File: src/rtl/phy_tx_lane_arbiter_pkg.sv
// Shared constants for the PHY transmit lane arbiter: FSM encodings, the COM idle
// symbol rendered downstream for valid_out=0 cycles, and the round-robin index helper.
package phy_tx_lane_arbiter_pkg;

    localparam logic [1:0] ST_INIT = 2'd0;
    localparam logic [1:0] ST_IDLE = 2'd1;
    localparam logic [1:0] ST_XFER = 2'd2;
    localparam logic [1:0] ST_GAP  = 2'd3;

    localparam logic [7:0] COM_SYMBOL = 8'hBC;

    // Candidate index 'offset' places after 'base', wrapping at n.
    function automatic int rr_index(input int base, input int offset, input int n);
        return (base + offset) % n;
    endfunction

endpackage

File: src/rtl/phy_rr_pick.sv
// Combinational round-robin picker: returns the first requester after last_grant,
// wrapping around, so the previous grantee has the lowest priority.
module phy_rr_pick
    import phy_tx_lane_arbiter_pkg::*;
#(
    parameter int N_REQ = 4,
    parameter int IDX_W = $clog2(N_REQ)
) (
    input  logic [N_REQ-1:0] req,
    input  logic [IDX_W-1:0] last_grant,
    output logic [N_REQ-1:0] pick_oh,
    output logic [IDX_W-1:0] pick_idx,
    output logic             pick_any
);

    int               cand;
    logic [IDX_W-1:0] cand_idx;

    // Scanning offsets 1..N_REQ visits last_grant itself last, so a lone lane can still win.
    always_comb begin
        pick_oh  = '0;
        pick_idx = last_grant;
        pick_any = 1'b0;
        cand     = 0;
        cand_idx = '0;
        for (int k = 1; k <= N_REQ; k++) begin
            cand     = rr_index(int'(last_grant), k, N_REQ);
            cand_idx = IDX_W'(cand);
            if (!pick_any && req[cand_idx]) begin
                pick_any          = 1'b1;
                pick_idx          = cand_idx;
                pick_oh[cand_idx] = 1'b1;
            end
        end
    end

endmodule

File: src/rtl/phy_tx_lane_arbiter.sv
// Round-robin scheduler sharing the PHY transmit byte path between N_REQ requester FIFOs,
// with a COM preamble after reset, inter-packet COM gaps and per-grant burst limiting.
module phy_tx_lane_arbiter
    import phy_tx_lane_arbiter_pkg::*;
#(
    parameter int N_REQ      = 4,
    parameter int DATA_W     = 8,
    parameter int INIT_COMS  = 4,
    parameter int GAP_CYCLES = 1,
    parameter int MAX_BURST  = 16
) (
    input  logic                       cclk,
    input  logic                       reset_L,
    input  logic [N_REQ-1:0]           req_valid,
    input  logic [N_REQ*DATA_W-1:0]    req_data,
    input  logic [N_REQ-1:0]           req_last,
    output logic [N_REQ-1:0]           req_pop,
    output logic                       valid_out,
    output logic [DATA_W-1:0]          data_out,
    output logic [$clog2(N_REQ)-1:0]   grant_id,
    output logic                       link_up,
    output logic                       busy
);

    localparam int IDX_W   = $clog2(N_REQ);
    localparam int BURST_W = $clog2(MAX_BURST + 1);
    localparam int INIT_W  = (INIT_COMS > 0) ? $clog2(INIT_COMS + 1) : 1;
    localparam int GAP_W   = (GAP_CYCLES > 0) ? $clog2(GAP_CYCLES + 1) : 1;

    localparam logic [N_REQ-1:0]   OH_LAST    = {1'b1, {(N_REQ-1){1'b0}}};
    localparam logic [BURST_W-1:0] BURST_LIM  = BURST_W'(MAX_BURST);

    logic [1:0]         state;
    logic [N_REQ-1:0]   grant_oh;
    logic [BURST_W-1:0] burst_cnt;
    logic [BURST_W-1:0] burst_nxt;
    logic [INIT_W-1:0]  init_cnt;
    logic [GAP_W-1:0]   gap_cnt;

    logic [N_REQ-1:0]   pick_oh;
    logic [IDX_W-1:0]   pick_idx;
    logic               pick_any;

    logic [DATA_W-1:0]  lane_data;
    logic               lane_last;
    logic               lane_pop;

    phy_rr_pick #(
        .N_REQ (N_REQ),
        .IDX_W (IDX_W)
    ) u_rr_pick (
        .req        (req_valid),
        .last_grant (grant_id),
        .pick_oh    (pick_oh),
        .pick_idx   (pick_idx),
        .pick_any   (pick_any)
    );

    // The one-hot grant register lets the byte/last mux stay a simple AND-OR tree.
    always_comb begin
        lane_data = '0;
        lane_last = 1'b0;
        for (int i = 0; i < N_REQ; i++) begin
            if (grant_oh[i]) begin
                lane_data = lane_data | req_data[i*DATA_W +: DATA_W];
                lane_last = lane_last | req_last[i];
            end
        end
    end

    assign req_pop   = (state == ST_XFER) ? (req_valid & grant_oh) : '0;
    assign lane_pop  = |req_pop;
    assign burst_nxt = burst_cnt + BURST_W'(1);

    always_ff @(posedge cclk or negedge reset_L) begin
        if (!reset_L) begin
            state     <= ST_INIT;
            valid_out <= 1'b0;
            data_out  <= '0;
            link_up   <= 1'b0;
            busy      <= 1'b0;
            grant_id  <= IDX_W'(N_REQ - 1);
            grant_oh  <= OH_LAST;
            burst_cnt <= '0;
            init_cnt  <= '0;
            gap_cnt   <= '0;
        end else begin
            valid_out <= 1'b0;
            data_out  <= '0;
            case (state)
                ST_INIT: begin
                    if (int'(init_cnt) + 1 >= INIT_COMS) begin
                        link_up <= 1'b1;
                        state   <= ST_IDLE;
                    end else begin
                        init_cnt <= init_cnt + INIT_W'(1);
                    end
                end
                ST_IDLE: begin
                    if (pick_any) begin
                        grant_id  <= pick_idx;
                        grant_oh  <= pick_oh;
                        burst_cnt <= '0;
                        busy      <= 1'b1;
                        state     <= ST_XFER;
                    end
                end
                ST_XFER: begin
                    // An underrun simply emits an idle byte and keeps the grant.
                    if (lane_pop) begin
                        valid_out <= 1'b1;
                        data_out  <= lane_data;
                        burst_cnt <= burst_nxt;
                        if (lane_last || (burst_nxt == BURST_LIM)) begin
                            gap_cnt <= '0;
                            if (GAP_CYCLES > 0) begin
                                state <= ST_GAP;
                            end else begin
                                busy  <= 1'b0;
                                state <= ST_IDLE;
                            end
                        end
                    end
                end
                ST_GAP: begin
                    if (int'(gap_cnt) + 1 >= GAP_CYCLES) begin
                        busy  <= 1'b0;
                        state <= ST_IDLE;
                    end else begin
                        gap_cnt <= gap_cnt + GAP_W'(1);
                    end
                end
                default: begin
                    state <= ST_INIT;
                end
            endcase
        end
    end

endmodule

File: config.mk
export PLATFORM = sky130hd
export DESIGN_NAME = phy_tx_lane_arbiter
export DESIGN_NICKNAME = d
export VERILOG_FILES = /design/src/rtl/phy_tx_lane_arbiter_pkg.sv /design/src/rtl/phy_rr_pick.sv /design/src/rtl/phy_tx_lane_arbiter.sv
export SDC_FILE = /design/constraint.sdc
export NUM_CORES = 1
export LEC_CHECK = 0
export CAP_MARGIN = 20
export CORE_MARGIN = 2
export CORE_UTILIZATION = 43
export CTS_BUF_LIST = sky130_fd_sc_hd__clkbuf_16
export DETAILED_ROUTE_END_ITERATION = 16
export PLACE_DENSITY = 0.77
export REMOVE_ABC_BUFFERS = 1
export SYNTH_ARGS = -nofsm -noshare
export SYNTH_HDL_FRONTEND = slang
export SYNTH_HIERARCHICAL = 1
export SYNTH_SLANG_ARGS = --single-unit
export TNS_END_PERCENT = 10
File: constraint.sdc
create_clock -name cclk -period 2.8 [get_ports cclk]
set_input_delay 0.7 -clock cclk [delete_from_list [all_inputs] [get_ports cclk]]
set_output_delay 0.7 -clock cclk [all_outputs]
set_load 0.05 [all_outputs]
* Word-level counts from Yosys, hierarchy flattened *
Cells that the tools add are included.

storage, ports and cells
  bits of input ports = 42
  register bits = 28

operators by class
  multiplexer cells = 57
  equality and inequality tests = 10
  bitwise operators = 11
  reductions and logical operators = 25
  order comparisons = 10
  add/subtract/negate cells = 9

operator list
  kind                                                                    number
  8-bit 2-to-1 mux                                                        6
  8-bit OR                                                                3
  1-bit 2-to-1 mux                                                        23
  4-bit 2-to-1 mux                                                        5
  2-bit 2-to-1 mux                                                        9
  2-bit by 3-bit < comparator with 1-bit output (second input constant)   4
  4-bit OR                                                                3
  2-bit by 1-bit >= comparator with 1-bit output (second input constant)  5
  5-bit 2-to-1 mux                                                        2
  2-bit != test (second input constant)                                   5
  5-bit case mux with 2 select lines                                      1
  3-bit AND reduction                                                     3
  1-bit binary-select mux with 2-bit select                               4
  1-bit demux with 2-bit select                                           4
  2-bit case mux with 4 select lines                                      1
  1-bit logical AND                                                       7
  2-bit AND reduction                                                     3
  2-bit nonzero test                                                      3
  5-bit by 1-bit adder with 5-bit output (second input constant)          1
  5-bit equality test (second input constant)                             1
  5-bit AND reduction                                                     1
  2-bit by 1-bit adder with 2-bit output (second input constant)          2
  2-bit adder (second input constant)                                     2
  3-bit by 1-bit adder with 4-bit output (second input constant)          1
  other kinds (17)                                                        23

* Logic depth before layout (Yosys ltp) *
  word-level depth = 15
  mapped depth = 10

* Cells and area by module *
The synthesis kept the hierarchy.

by module, submodules not included
  module               sequential area each (um^2)  cells an instance  area each (um^2)  times used
  phy_tx_lane_arbiter  679.4                        142                1438.9            1
  phy_rr_pick          0.0                          71                 511.7             1

* Worst setup path after synthesis *
No wires, ideal clock.

  path kind = reg-to-reg
  start = register grant_id[0]
  end = register grant_oh[0]
  data arrival time = 2765 ps
  data required time = 2672 ps
  stages on the path, launching flop included = 11
  clock period less this slack = 2892 ps
  library setup time = 128 ps
  slack = -92 ps
  cells stage by stage = dfstp_2 buf_6 buf_2 inv_1 ha_1 clkbuf_1 mux4_2 nand2_1 o21ai_0 a221o_2 mux2_1

on the way
  elaborated cells on any way between the ends = 50
  those cells by class = 4 x add/sub; 8 x order compare; 24 x mux; 3 x bitwise; 11 x reduce/logical

RTL lines
  element                                                                                 RTL line                    text
  from (decl)                                                                             phy_tx_lane_arbiter.sv:20   output logic [$clog2(N_REQ)-1:0] grant_id,
  from (signal assigned)                                                                  phy_tx_lane_arbiter.sv:82   grant_id <= IDX_W'(N_REQ - 1);
  from (signal assigned)                                                                  phy_tx_lane_arbiter.sv:101  grant_id <= pick_idx;
  branches (longest 12 deep; another with 2-bit by 3-bit < comparator with 1-bit output)  n/a
  4-bit 2-to-1 mux (*)                                                                    phy_rr_pick.sv:29           if (!pick_any && req[cand_idx]) begin
  named net pick_oh[0]                                                                    phy_tx_lane_arbiter.sv:40   logic [N_REQ-1:0] pick_oh;
  to (signal assigned)                                                                    phy_tx_lane_arbiter.sv:102  grant_oh <= pick_oh;
  to (decl)                                                                               phy_tx_lane_arbiter.sv:34   logic [N_REQ-1:0] grant_oh;

Mark *: on every way through the listed nets, which the timed path passes. The select of a mux whose other input is x is not followed.
A chain may end at the register's enable or synchronous reset.

* Worst setup path in the final report *
  start = register grant_id[0]
  end = output grant_id[0]

No word-level cell between the ends.

==> metrics.csv <==
metric;value;unit
Maximum Capacitance Violations;0;
shortest period the worst path allows;2.63;ns
global-route wire length before repair;8.13;mm
TritonCTS clock tree;done;
cell chosen for the clock root;clkbuf_16;
Initial Util;44.8;%
Final Skew;0.00509;ns
Tightest Pin Transition;0.550;ns
RSZ-0062 raised after global routing;false;
post-DP HPWL;3.62;mm
per-cell via count in the routed design;5.73;
Worst Slack Setup Final;0.167;ns
share of post-route cells with drive strength above 1;12.8;%
critical path arrival;1.93;ns
row cnt;24;
count of inserted antenna diode cells;0;
first-iteration detailed-routing DRC count;164;
Pwr per Cell Area;911;nW/µm²
placer's final routability congestion estimate;0.859;
maximum number of pins on one net before global-route repair;28;
number of instances in the synthesized netlist;213;
area delta synth->final;40.1;%
Final Net Count;331;
initial antenna violation count;0;
commonest register cell after synthesis;dfrtp_1;
kind of critical path;register to primary output;
floorplan die area;5090;µm²
clock latency reported for the late side of the worst-skew pair;0.25;ns
number of H-tree levels;1;
ANT nets after route;0;
Post-Syn Area;1950;µm²
crit path launch type;register;
total vias in the final route;1863;
share of the clock period used by the worst path;94.0;%
run status;complete, no violations;
top-area cell type share of the netlist area;30.8;%
Die Ht;71.4;µm
Total Wirelength;4.91;mm
launch point of the critical path;grant_id[0];
CP max FO;14;
count of endpoints failing hold in the final timing report;0;
router iterations before antenna repair;4;
timing-limited maximum frequency;380;MHz
Total Neg Setup Slack;0;ns
average wire per cell in the routed design;15.1;µm
endpoint kind of the worst setup timing path;primary output;
number of flops mapped to enable cells by yosys;0;
number of global-route vias before repair;1753;
I/O pins;59;
final hold slack;0.457;ns
final number of max-transition violations;0;
startpoint of the lowest-slack hold path;link_up;
horizontal die dimension;71.4;µm
clock-pin slew of the registers on the worst-case setup and hold paths;0.06;ns
Tot GR Track Use;19.4;%
number of distinct library cell variants in the gate-level netlist after synthesis;51;
class of the most critical hold timing path;register to register;
VDD IR max;0.668;mV
Area contributors post-synth;dfrtp_1 31%, ha_1 9.6%, a22oi_1 6.9%;
top cell type by total area after synthesis;dfrtp_1;
clock sink total;27;
required time at the worst-slack endpoint;2.10;ns
total gr overflow;0;
Post-synth ARST share;100;%
remaining max-slew budget at the tightest pin;63.1;%
part of the Yosys area used for sequential elements;34.8;%
hold bufs inserted after CTS;0;
post-CTS sizing;0;
Inserted Clock Buffers;3;
# DRC;0;
number of warning messages in the yosys log;6;
syn_area_per_cell;9.16;µm²
Bufs on Longest Clock Path;2;
start of the worst register-to-register path;grant_id[0];
total of endpoints with negative setup slack in the final report;0;
core footprint;4350;µm²
register bit count reported by yosys;27;
leakage power total;1.18;nW
placement-stage worst setup slack;0.107;ns
Setup Buffers After CTS;0;
count of buffers from port buffering;58;
==> sequential cells by signal, indices dropped and copies added, names as in the netlist <==
| signal | flops |
|---|---|
| burst_cnt | 5 |
| busy | 1 |
| data_out | 8 |
| grant_id | 2 |
| grant_oh | 4 |
| init_cnt | 3 |
| link_up | 1 |
| state | 2 |
| valid_out | 1 |
==> layer usage <==
layer,part of all wire (%),wire (µm),up-vias,global-route usage [%]
met4,0.98,48,0,4.19
li1,-,-,915,-
met3,5.8,285,4,3.38
met2,46,2270,60,33.0
met1,47,2300,884,26.1
met5,0,0,-,0
==> worst paths after layout <==
kind	slack, ns	cells past startpoint	to
max in group asynchronous	1.67	2	grant_id[1]
setup reg to reg	0.33	7	grant_oh[2]
hold reg to reg	0.46	1	link_up
min in group asynchronous	0.82	2	grant_oh[0]
hold / removal	0.46	1	link_up
setup / recovery	0.17	2	grant_id[0]
==> cells by family (layout without fill, tap and decap cells) <==
logic type	Yosys count	in the layout	share of synthesized area, %
AO/OA/AOI/OAI	68	68	23.7
multiplexers	12	12	7.63
AND/OR/NAND/NOR	66	66	18.2
flip-flops	27	27	34.8
adder cells (fa/ha/maj)	15	15	9.62
XOR/XNOR	1	1	0.449
buffers and inverters	24	84	5.64
==> final cells by class <==
| class | instances | area [µm²] |
|---|---|---|
| Clock buffer | 3 | 75.1 |
| Clock inverter | 1 | 3.75 |
| Fill cell | 365 | 1620 |
| Inverter | 10 | 37.5 |
| Multi-Input combinational cell | 162 | 1160 |
| Sequential cell | 27 | 679 |
| Tap cell | 52 | 65.1 |
| Timing Repair Buffer | 70 | 711 |
==> through the flow <==
step / util, % / cells / area [µm²] / total power, mW
floorplan: - / 199 / 1880 / 1.69
global placement: 60.9 / 321 / 2650 / 2.14
detailed placement: 60.9 / 321 / 2650 / 2.17
CTS: 62.8 / 325 / 2730 / 2.50
global route: 62.8 / 325 / 2730 / 2.68
finish: 62.8 / 325 / 2730 / 2.49
==> cell usage after synthesis, drive strengths merged (3+ instances only) <==
| cell type | instances |
|---|---|
| buf | 7 |
| o21ai | 15 |
| a22oi | 18 |
| nand2 | 28 |
| nand2b | 4 |
| and3 | 5 |
| nand3 | 10 |
| a221o | 4 |
| ha | 15 |
| dfrtp | 24 |
| mux2i | 4 |
| nor2 | 6 |
| a21oi | 15 |
| dfstp | 3 |
| inv | 10 |
| mux2 | 7 |
| clkbuf | 7 |
==> layout by cell type (no fill, tap or decap), types with 3 or more instances in the layout <==
| cell type | instances |
|---|---|
| clkdlybuf4s50_1 | 54 |
| nand2_1 | 28 |
| dfrtp_1 | 24 |
| a22oi_1 | 18 |
| a21oi_1 | 15 |
| ha_1 | 15 |
| buf_4 | 12 |
| inv_1 | 9 |
| o21ai_0 | 9 |
| nand3_1 | 8 |
| nor2_1 | 6 |
| mux2_1 | 6 |
| and3_1 | 5 |
| o21ai_1 | 5 |
| nand2b_1 | 4 |
| buf_12 | 4 |
| a221o_2 | 4 |
| mux2i_1 | 3 |
| clkbuf_16 | 3 |
| dfstp_2 | 3 |
==> power breakdown <==
part	switching, mW	internal (mW)
Sequential	0.169	0.513
Clock	0.121	0.191
Combinational	0.825	0.671
Total	1.12	1.38
==> critical path, stage by stage, from the launching register on <==
cell             delay (ns)
dfstp_2                0.62
buf_4                  0.23
clkdlybuf4s50_1        0.83
No activity file was read; power rests on OpenSTA's default activity.
